### config.mk
export PLATFORM = sky130hd
export DESIGN_NAME = noc_pm_out_arb_flat
export DESIGN_NICKNAME = d
export VERILOG_FILES = /design/src/rtl/noc_pm_out_arb_if.sv /design/src/rtl/noc_pm_out_arb.sv /design/src/flat_wrapper.sv
export SDC_FILE = /design/constraint.sdc
export NUM_CORES = 1
export LEC_CHECK = 0
export CAP_MARGIN = 20
export CORE_AREA = 2 2 84 86
export CTS_CLUSTER_SIZE = 40
export DETAILED_ROUTE_END_ITERATION = 6
export DIE_AREA = 0 0 86 88
export PLACE_DENSITY = 0.95
export REMOVE_ABC_BUFFERS = 1
export SYNTH_ARGS = -nofsm -noshare
export SYNTH_HDL_FRONTEND = slang
export SYNTH_SLANG_ARGS = --single-unit
export TNS_END_PERCENT = 20
### constraint.sdc
create_clock -name clk_i -period 5.1 [get_ports clk_i]
set_clock_uncertainty 0.1 [all_clocks]
set_input_delay 1.02 -clock clk_i [delete_from_list [all_inputs] [get_ports clk_i]]
set_output_delay 1.02 -clock clk_i [all_outputs]
set_load 0.005 [all_outputs]
### src/rtl/noc_pm_out_arb_if.sv
// Handshake bundle between the local requesters / FIFO write side and noc_pm_out_arb.
interface noc_pm_out_arb_if #(
    parameter int NUM_REQ    = 3,
    parameter int DATA_WIDTH = 32
);
    logic [NUM_REQ-1:0]                 req_valid_i;
    logic [NUM_REQ-1:0]                 req_last_i;
    logic [NUM_REQ-1:0][DATA_WIDTH-1:0] req_data_i;
    logic [NUM_REQ-1:0]                 req_ready_o;
    logic                               out_valid_o;
    logic                               out_last_o;
    logic [DATA_WIDTH-1:0]              out_data_o;
    logic                               out_ready_i;
    logic [NUM_REQ-1:0]                 grant_o;
    logic                               err_o;

    modport slave (
        input  req_valid_i, req_last_i, req_data_i, out_ready_i,
        output req_ready_o, out_valid_o, out_last_o, out_data_o, grant_o, err_o
    );

    modport master (
        output req_valid_i, req_last_i, req_data_i, out_ready_i,
        input  req_ready_o, out_valid_o, out_last_o, out_data_o, grant_o, err_o
    );
endinterface

### src/rtl/noc_pm_out_arb.sv
// Packet-granular round-robin arbiter onto the PM's single NoC output register.
// Optional NOC_PM_ARB_PRIO0_EN: requester 0 gets strict priority, round-robin over the rest.
`ifndef NOC_ASYNC_FIFO_PACKET_SIZE
`define NOC_ASYNC_FIFO_PACKET_SIZE 32
`endif

module noc_pm_out_arb #(
    parameter int NUM_REQ    = 3,
    parameter int DATA_WIDTH = `NOC_ASYNC_FIFO_PACKET_SIZE,
    parameter int MAX_FLITS  = 16
) (
    input  logic             clk_i,
    input  logic             reset_i,
    noc_pm_out_arb_if.slave  bus
);
    localparam int IDX_W = (NUM_REQ > 1) ? $clog2(NUM_REQ) : 1;
    localparam int CNT_W = $clog2(MAX_FLITS + 1);

    typedef enum logic {IDLE, GRANT} state_t;

    state_t                state_q, state_d;
    logic [IDX_W-1:0]      rr_q, rr_d;
    logic [IDX_W-1:0]      gidx_q, gidx_d;
    logic [NUM_REQ-1:0]    grant_q, grant_d;
    logic [CNT_W-1:0]      cnt_q, cnt_d;
    logic                  ov_q, ov_d;
    logic                  ol_q, ol_d;
    logic [DATA_WIDTH-1:0] od_q, od_d;
    logic                  err_q, err_d;

    logic                  win_found;
    logic [IDX_W-1:0]      win_idx;
    logic                  can_take, accept, cap, g_last;
    logic [NUM_REQ-1:0]    ready;

    // Rotating search starting just after the last serviced requester.
    always_comb begin
        win_found = 1'b0;
        win_idx   = '0;
`ifdef NOC_PM_ARB_PRIO0_EN
        if (bus.req_valid_i[0]) begin
            win_found = 1'b1;
        end else begin
            for (int i = 1; i < NUM_REQ; i++) begin
                int idx;
                idx = ((int'(rr_q) - 1 + i) % (NUM_REQ - 1)) + 1;
                if (!win_found && bus.req_valid_i[idx]) begin
                    win_found = 1'b1;
                    win_idx   = IDX_W'(idx);
                end
            end
        end
`else
        for (int i = 1; i <= NUM_REQ; i++) begin
            int idx;
            idx = (int'(rr_q) + i) % NUM_REQ;
            if (!win_found && bus.req_valid_i[idx]) begin
                win_found = 1'b1;
                win_idx   = IDX_W'(idx);
            end
        end
`endif
    end

    assign can_take = (state_q == GRANT) && (!ov_q || bus.out_ready_i);
    assign ready    = grant_q & {NUM_REQ{can_take}};
    assign accept   = |(ready & bus.req_valid_i);
    assign cap      = (cnt_q == CNT_W'(MAX_FLITS - 1));
    assign g_last   = bus.req_last_i[gidx_q];

    always_comb begin
        state_d = state_q;
        rr_d    = rr_q;
        gidx_d  = gidx_q;
        grant_d = grant_q;
        cnt_d   = cnt_q;
        ov_d    = ov_q;
        ol_d    = ol_q;
        od_d    = od_q;
        err_d   = 1'b0;
        if (ov_q && bus.out_ready_i)
            ov_d = 1'b0;
        case (state_q)
            IDLE: begin
                if (win_found) begin
                    state_d          = GRANT;
                    gidx_d           = win_idx;
                    grant_d          = '0;
                    grant_d[win_idx] = 1'b1;
                    cnt_d            = '0;
                end
            end
            GRANT: begin
                if (accept) begin
                    ov_d  = 1'b1;
                    od_d  = bus.req_data_i[gidx_q];
                    ol_d  = g_last | cap;
                    err_d = !g_last && cap;
                    cnt_d = cnt_q + 1'b1;
                    // Packet end, natural or truncated, releases the grant.
                    if (g_last || cap) begin
                        state_d = IDLE;
                        grant_d = '0;
`ifdef NOC_PM_ARB_PRIO0_EN
                        if (gidx_q != '0)
                            rr_d = gidx_q;
`else
                        rr_d = gidx_q;
`endif
                    end
                end
            end
            default: state_d = IDLE;
        endcase
    end

    always_ff @(posedge clk_i or posedge reset_i) begin
        if (reset_i) begin
            state_q <= IDLE;
            rr_q    <= IDX_W'(NUM_REQ - 1);
            gidx_q  <= '0;
            grant_q <= '0;
            cnt_q   <= '0;
            ov_q    <= 1'b0;
            ol_q    <= 1'b0;
            od_q    <= '0;
            err_q   <= 1'b0;
        end else begin
            state_q <= state_d;
            rr_q    <= rr_d;
            gidx_q  <= gidx_d;
            grant_q <= grant_d;
            cnt_q   <= cnt_d;
            ov_q    <= ov_d;
            ol_q    <= ol_d;
            od_q    <= od_d;
            err_q   <= err_d;
        end
    end

    assign bus.req_ready_o = ready;
    assign bus.out_valid_o = ov_q;
    assign bus.out_last_o  = ol_q;
    assign bus.out_data_o  = od_q;
    assign bus.grant_o     = grant_q;
    assign bus.err_o       = err_q;
endmodule
### src/flat_wrapper.sv
// flat-port wrapper written by rule: the top's interface ports become plain ports
module noc_pm_out_arb_flat 
#(
    parameter int NUM_REQ    = 3,
    parameter int DATA_WIDTH = `NOC_ASYNC_FIFO_PACKET_SIZE,
    parameter int MAX_FLITS  = 16
)
  (clk_i, reset_i, bus_req_valid_i, bus_req_last_i, bus_req_data_i, bus_out_ready_i, bus_req_ready_o, bus_out_valid_o, bus_out_last_o, bus_out_data_o, bus_grant_o, bus_err_o);
  noc_pm_out_arb_if #(.NUM_REQ(NUM_REQ), .DATA_WIDTH(DATA_WIDTH)) bus_i ();
  input  logic clk_i;
  input  logic reset_i;
  input wire logic [$bits(bus_i.req_valid_i)-1:0] bus_req_valid_i;
  input wire logic [$bits(bus_i.req_last_i)-1:0] bus_req_last_i;
  input wire logic [$bits(bus_i.req_data_i)-1:0] bus_req_data_i;
  input wire logic [$bits(bus_i.out_ready_i)-1:0] bus_out_ready_i;
  output wire logic [$bits(bus_i.req_ready_o)-1:0] bus_req_ready_o;
  output wire logic [$bits(bus_i.out_valid_o)-1:0] bus_out_valid_o;
  output wire logic [$bits(bus_i.out_last_o)-1:0] bus_out_last_o;
  output wire logic [$bits(bus_i.out_data_o)-1:0] bus_out_data_o;
  output wire logic [$bits(bus_i.grant_o)-1:0] bus_grant_o;
  output wire logic [$bits(bus_i.err_o)-1:0] bus_err_o;
  assign bus_i.req_valid_i = bus_req_valid_i;
  assign bus_i.req_last_i = bus_req_last_i;
  assign bus_i.req_data_i = bus_req_data_i;
  assign bus_i.out_ready_i = bus_out_ready_i;
  assign bus_req_ready_o = bus_i.req_ready_o;
  assign bus_out_valid_o = bus_i.out_valid_o;
  assign bus_out_last_o = bus_i.out_last_o;
  assign bus_out_data_o = bus_i.out_data_o;
  assign bus_grant_o = bus_i.grant_o;
  assign bus_err_o = bus_i.err_o;
  noc_pm_out_arb #(.NUM_REQ(NUM_REQ), .DATA_WIDTH(DATA_WIDTH), .MAX_FLITS(MAX_FLITS)) u_core (.clk_i(clk_i), .reset_i(reset_i), .bus(bus_i));
endmodule
==> reports/qor.txt, run 1 <==
================================================================================
Part of the cycle the worst path needs                                     67.4%
Result of the run                                                   complete, no violations
Clock slew at reported path FFs                                          0.08 ns
Number of hold buffers added after CTS                                         0
Required time of the critical path                                       3.98 ns
Ratio of cells with drive above 1 in the final layout                      4.64%
HP Class                                                            flip-flop to flip-flop
CP Capture Type                                                     primary output
Wire length of the first global-routing pass                             12.5 mm
Leakage dissipation                                                   0.00196 uW
Boundary Pins                                                                146
Synth Register Bits                                                           48
Power density relative to cell area                                  467 mW/mm^2
Crit Path Category                                                  primary input to primary output
CTS tree                                                                     yes
Number of antenna-violating nets in the routed design                          0
Sequential share of power                                                  34.7%
Number of nets in the layout                                                 563
Count of instances resized after the clock tree is built                       0
Total clock sinks                                                             48
Area of the mapped netlist                                          0.00277 sq mm
Startpoint class of the critical path                               primary input
Global-route usage over all layers                                         20.6%
Worst-margin pin slew                                                    1.03 ns
Data arrival, critical path                                              2.32 ns
Post-synthesis sequential area ratio                                       43.5%
Max-Slew Margin vs Limit                                                   31.2%
Area overhead of the layout relative to synthesis                          57.5%
Number of placement rows                                                      30
Setup Viol. Count Final                                                        0
Final routed wirelength across all metal layers                          7.43 mm
Total power draw                                                         2030 uW
Die H                                                                 88 microns
Endpoints failing hold                                                         0
Longest Clk Path Bufs                                                          2
Placed Area                                                         0.00424 sq mm
Internal power summed over all cells                                     1240 uW
Largest fanout on the critical path                                            6
Final period demand of the worst path                                    3.44 ns
Aggregate global routing overflow                                              0
Violation count after the first detailed-routing iteration                    98
Antenna diode count                                                            0
Clock Tree Root                                                         clkbuf_8
Final slew viol count                                                          0
Final core utilization                                                     65.6%
Die boundary width                                                    86 microns
Part of the power in combinational logic                                   54.1%
Fraction of met2 tracks used by global routing                             37.3%
1st-pass router iterations                                                     4
Clock latency reported for the late side of the worst-skew pair          0.29 ns
TritonCTS Buffers                                                              5
Starting utilization of the core area                                      41.6%
Vias after detailed routing                                                 2809
Switching Power                                                           789 uW
Synthesized area divided by synthesized cell count                    8.75 sq um
Syn Inst Count                                                               316
Setup repair after global routing missed its margin                        false
Power share of the clock group                                             11.2%
Area of the die                                                     0.00757 sq mm
Maximum number of pins on one net before global-route repair                  49
Routed wirelength normalized by instance count                      13.9 microns
Max frequency                                                            291 MHz
Synth warnings                                                                 0
Switching part of the total power                                          38.8%
Max H-tree Level                                                               2
Post-CTS setup-driven buffer insertion count                                   0
Number of antenna violations at the first check in global routing              0
Count of cell types in the netlist                                            36
Maximum vdd ir drop                                                       202 uV
GRT met3 Usage                                                             6.13%
Post-detail-place hpwl                                                   5.68 mm
Number of buffers inserted by port buffering                                 145
Vias per std cell                                                           5.27
Non-Filler Cell Area, Final                                         0.00436 sq mm
Reported max-cap violation count                                               0
Placeable core area                                                 0.00664 sq mm
GR Util met1                                                               23.2%
Total negative slack for setup checks                                       0 ns
Global-route layer with the greatest usage                                  met2
Drt drc                                                                        0
Via count of the first global-routing pass                                  2780
Global placement routability congestion                                    0.773
================================================================================
[per-layer routing]
layer	routed length (microns)	vias to the layer above	part of all wire [%]
li1	-	1359	-
met1	2770	1312	37
met3	602	10	8.1
met2	3920	128	53
met4	138	0	1.9
met5	0	-	0
[layout by cell type (no fill, tap or decap), types with 2 or more instances in the layout]
master           instances
ha_1                     6
nand3b_1                 3
mux2i_1                 35
clkdlybuf4s50_1        145
dfrtp_1                 46
buf_4                    4
o21ai_0                 37
xor2_1                   2
nand3_1                  7
o21ai_1                  2
clkbuf_8                 6
mux2_2                   2
nor3b_1                  3
inv_1                    8
and3_1                   4
nand2b_1                 3
a21oi_1                 36
clkinv_2                 2
nand2_1                 47
nor2_1                  36
[power groups by stage]
stage | clock, uW | sequential [uW] | combinational, uW
2_1_floorplan | 0 | 711 | 574
3_3_place_gp | 0 | 701 | 1060
3_5_place_dp | 0 | 715 | 1100
4_1_cts | 236 | 709 | 1110
5_1_grt | 253 | 735 | 1230
6_report | 228 | 706 | 1100
[synthesized netlist by cell type (all sizes together)]
cell / instances / area, sq um
nand3: 7 / 35.0
dfrtp: 47 / 1180
o311ai: 1 / 8.76
o2bb2ai: 1 / 8.76
o211a: 1 / 10.0
mux2i: 35 / 350
and3: 4 / 25.0
o41ai: 1 / 27.5
o31a: 1 / 8.76
nor2: 36 / 135
o21ai: 39 / 195
o21a: 1 / 7.51
nand2b: 3 / 18.8
a2111oi: 1 / 8.76
ha: 6 / 75.1
dfstp: 1 / 26.3
o211ai: 1 / 7.51
nor2b: 1 / 6.26
a21boi: 1 / 7.51
nand3b: 3 / 22.5
a222oi: 1 / 10.0
xor2: 2 / 17.5
a21oi: 36 / 180
o22ai: 1 / 12.5
nor3b: 3 / 22.5
buf: 11 / 70.1
nor3: 1 / 5.00
nand2: 47 / 176
a31o: 1 / 8.76
inv: 9 / 33.8
clkbuf: 10 / 37.5
mux2: 2 / 22.5
o32ai: 1 / 8.76
[final cells by class]
class | instances | area (sq um)
clock inverters | 2 | 10.0
inverters | 9 | 33.8
well taps | 80 | 100
flip-flops and latches | 48 | 1200
multi-input cells | 238 | 1430
fillers | 506 | 2290
repair buffers | 150 | 1500
clock buffers | 6 | 82.6
[cells by family after synthesis]
logic type / synth area share [%]
xor gates and xnor gates: 0.633
and+or+nand+nor: 16.1
AOI/OAI and AO/OA: 18.5
muxes: 13.5
buffers and inverters: 5.11
DFF: 43.5
adders and majority gates: 2.71
[worst max-delay path, cell delays in order]
cell	delay (ns)
clkdlybuf4s50_1	0.45
nand2b_1	0.18
and3_1	0.17
clkdlybuf4s50_1	0.49
[registers in the layout (all words and copies together), names as in the netlist]
| signal | cells |
|---|---|
| u_core.cnt_q | 5 |
| u_core.bus.out_data_o | 32 |
| u_core.gidx_q | 2 |
| u_core.state_q | 1 |
| u_core.bus.out_valid_o | 1 |
| u_core.bus.err_o | 1 |
| u_core.bus.grant_o | 3 |
| u_core.rr_q | 2 |
| u_core.bus.out_last_o | 1 |
[path summary, 6_finish.rpt]
| kind | from | to | slack (ns) | cells after the start |
|---|---|---|---|---|
| worst min register to register | u_core.bus.out_data_o[1]$_DFFE_PP0P_ | u_core.bus.out_data_o[1]$_DFFE_PP0P_ | 0.38 | 2 |
| max in group asynchronous | reset_i | u_core.rr_q[1]$_DFFE_PP1P_ | 3.61 | 3 |
| worst max-delay path | bus_out_ready_i | bus_req_ready_o[1] | 1.66 | 4 |
| worst max register to register | u_core.gidx_q[0]$_DFFE_PP0P_ | u_core.rr_q[0]$_DFFE_PP0P_ | 2.54 | 4 |
| worst min-delay path | u_core.bus.out_data_o[1]$_DFFE_PP0P_ | u_core.bus.out_data_o[1]$_DFFE_PP0P_ | 0.38 | 2 |
| min in group asynchronous | reset_i | u_core.bus.out_data_o[9]$_DFFE_PP0P_ | 0.80 | 2 |
[stage by stage]
step | instances | hold WS [ns] | setup slack, ns
finish | 533 | 0.380 | 1.66
global route | 533 | 0.400 | 1.57
CTS | 532 | 0.388 | 1.66
detailed placement | 524 | 0.369 | 1.67
global placement | 524 | 0.360 | 1.69
floorplan | 295 | 0.369 | 1.89
(Power assumes the default switching activity.)
==> inputs of run 2 (changes only) <==
CORE_AREA = 2 2 91 93   (was 2 2 84 86)
DIE_AREA = 0 0 93 95   (was 0 0 86 88)
PLACE_DENSITY = 0.87   (was 0.95)
clock period = 2.95 ns   (was 5.1 ns; I/O delays follow)
==> reports/qor.txt, run 2 (synthesized netlist as in run 1, its figures left out) <==
=====================================================================================
Result of the run                                                        complete, no violations   unchanged
Number of flip-flops under the largest register name                               32   unchanged
Commonest non-fill, non-tap cells in the layout                          clkdlybuf4s50_1 (145), nand2_1 (47), dfrtp_1 (46)   unchanged
Switching part of the total power                                               38.1%   was 38.8%
Maximum vdd ir drop                                                            423 uV   was 202 uV
Starting utilization of the core area                                           34.9%   was 41.6%
Die boundary width                                                         93 microns   was 86 microns
Startpoint class of the critical path                                    primary input   unchanged
Wire length of the first global-routing pass                                  12.2 mm   was 12.5 mm
Clock Tree Root                                                              clkbuf_8   unchanged
Placed Area                                                              0.00430 sq mm   was 0.00424 sq mm
Vias per std cell                                                                4.93   was 5.27
Aggregate global routing overflow                                                   0   unchanged
Number of cells in the finished layout apart from fillers                         559   was 533
Routed wirelength normalized by instance count                           13.5 microns   was 13.9 microns
Total power draw                                                              3630 uW   was 2030 uW
Most frequent standard cell in the layout excluding fill and tap cells   clkdlybuf4s50_1   unchanged
Worst Setup Slack post-DPL                                                   0.336 ns   was 1.67 ns
Clock latency reported for the late side of the worst-skew pair               0.30 ns   was 0.29 ns
Clock slew at reported path FFs                                               0.08 ns   about the same
Placeable core area                                                      0.00793 sq mm   was 0.00664 sq mm
Final core utilization                                                          55.8%   was 65.6%
CTS tree                                                                          yes   unchanged
Longest Clk Path Bufs                                                               2   unchanged
Worst Path Buf+Inv                                                                  2   unchanged
Power density relative to cell area                                       821 mW/mm^2   was 467 mW/mm^2
Number of nets in the layout                                                      564   was 563
Number of cells in the design after placement                                     551   was 524
Post-CTS setup-driven buffer insertion count                                        0   unchanged
Vias after detailed routing                                                      2754   was 2809
Number of hold buffers added after CTS                                              0   unchanged
Via count of the first global-routing pass                                       2655   was 2780
Area overhead of the layout relative to synthesis                               59.9%   was 57.5%
Max frequency                                                                 386 MHz
Number of placement rows                                                           33   was 30
Sequential share of power                                                       30.7%   was 34.7%
Number of antenna-violating nets in the routed design                               0   unchanged
Count of instances resized after the clock tree is built                            0   unchanged
Critical path's slowest cell                                             clkdlybuf4s50_1   unchanged
Top cell by count, worst path                                            clkdlybuf4s50_1   unchanged
Final routed wirelength across all metal layers                               7.57 mm   was 7.43 mm
Maximum number of pins on one net before global-route repair                       75   was 49
Max-Slew Margin vs Limit                                                        60.7%   was 31.2%
Crit Path Category                                                       primary input to primary output   unchanged
Post-detail-place hpwl                                                        5.75 mm   was 5.68 mm
Power share of the clock group                                                  13.7%   was 11.2%
HP Class                                                                 flip-flop to flip-flop   unchanged
Non-Filler Cell Area, Final                                              0.00442 sq mm   was 0.00436 sq mm
Internal power summed over all cells                                          2250 uW   was 1240 uW
Largest fanout on the critical path                                                 6   unchanged
Leakage dissipation                                                        0.00198 uW   was 0.00196 uW
Setup Viol. Count Final                                                             0   unchanged
Reported max-cap violation count                                                    0   unchanged
Final slew viol count                                                               0   unchanged
Boundary Pins                                                                     146   unchanged
Setup repair after global routing missed its margin                             false   unchanged
Final period demand of the worst path                                         2.59 ns
Part of the cycle the worst path needs                                          87.9%
Switching Power                                                               1380 uW   was 789 uW
1st-pass router iterations                                                          4   unchanged
Violation count after the first detailed-routing iteration                        103   was 98
Antenna diode count                                                                 0   unchanged
Drt drc                                                                             0   unchanged
Endpoints failing hold                                                              0   unchanged
Part of the power in combinational logic                                        55.7%   was 54.1%
Area of the die                                                          0.00884 sq mm   was 0.00757 sq mm
Required time of the critical path                                            2.26 ns   was 3.98 ns
Worst-margin pin slew                                                        0.587 ns   was 1.03 ns
Max H-tree Level                                                                    2   unchanged
Die H                                                                      95 microns   was 88 microns
CP Capture Type                                                          primary output   unchanged
Number of buffers inserted by port buffering                                      145   unchanged
R2R Setup Slk                                                                 0.53 ns   was 2.54 ns
Delay of the slowest cell on the worst path                                   0.51 ns   was 0.49 ns
Global placement routability congestion                                         0.862   was 0.773
Worst Slack Setup Final                                                      0.357 ns   was 1.66 ns
Largest delay share family, worst path                                   buffers and inverters   unchanged
Total clock sinks                                                                  48   unchanged
Data arrival, critical path                                                   1.90 ns   was 2.32 ns
Number of antenna violations at the first check in global routing                   0   unchanged
TritonCTS Buffers                                                                   5   unchanged
Ratio of cells with drive above 1 in the final layout                           4.85%   was 4.64%
Global-route usage over all layers                                              17.2%   was 20.6%
Series of cell instances along the critical path                         clkdlybuf4s50_1 -> nand2b_1 -> and3_1 -> clkdlybuf4s50_1   unchanged
=====================================================================================
## run 2: cell types whose count changed in the layout (fill, tap and decap cells not counted)
cell / previous run / this run
clkinv_2: 2 / 0
clkinv_4: 0 / 1
buf_4: 4 / 5
bufinv_16: 0 / 1
## run 2: power groups by stage
stage	Combinational (uW)	Clock (uW)	Sequential, uW
2_1_floorplan	993	0	1230
3_3_place_gp	1970	0	1110
3_5_place_dp	2050	0	1120
4_1_cts	2050	513	1120
5_1_grt	2250	541	1150
6_report	2020	497	1110
## run 2: routing by layer
layer	vias to the layer above	share of wire [%]	global-route usage, %
met5	-	0	0
met3	8	8.1	4.79
li1	1359	-	-
met1	1273	40	19.8
met2	114	51	31.7
met4	0	1.0	4.17
## run 2: final timing paths
path	from	to	depth (start not counted)
worst max-delay path	bus_out_ready_i	bus_req_ready_o[0]	4
worst min register to register	u_core.bus.out_data_o[1]$_DFFE_PP0P_	u_core.bus.out_data_o[1]$_DFFE_PP0P_	2
max in group asynchronous	reset_i	u_core.rr_q[1]$_DFFE_PP1P_	3
worst min-delay path	u_core.bus.out_data_o[1]$_DFFE_PP0P_	u_core.bus.out_data_o[1]$_DFFE_PP0P_	2
min in group asynchronous	reset_i	u_core.bus.out_data_o[12]$_DFFE_PP0P_	3
worst max register to register	u_core.rr_q[0]$_DFFE_PP0P_	u_core.bus.grant_o[1]$_DFFE_PP0P_	6
## run 2: area by class of cell
| type | count | area [sq um] |
|---|---|---|
| fill | 714 | 3500 |
| timing repair buffer | 151 | 1510 |
| multi-input combinational | 238 | 1430 |
| sequential | 48 | 1200 |
| tap | 105 | 131 |
| clock buffer | 6 | 82.6 |
| clock inverter | 2 | 38.8 |
| inverter | 9 | 33.8 |
## run 2: through the flow
stage                     hold WS (ns)  TNS [ns]
after floorplan                  0.369    -0.759
after global placement           0.362         0
after detailed placement         0.372         0
after CTS                        0.393         0
after global routing             0.405         0
final                            0.385         0
## run 2: worst register-to-register path, stage by stage (launching register included)
cell and delay [ns]:
dfrtp_1 0.41, inv_1 0.08, ha_1 0.44, mux2i_1 0.27, o22ai_2 0.17, o41ai_4 0.63
o21ai_0 0.19
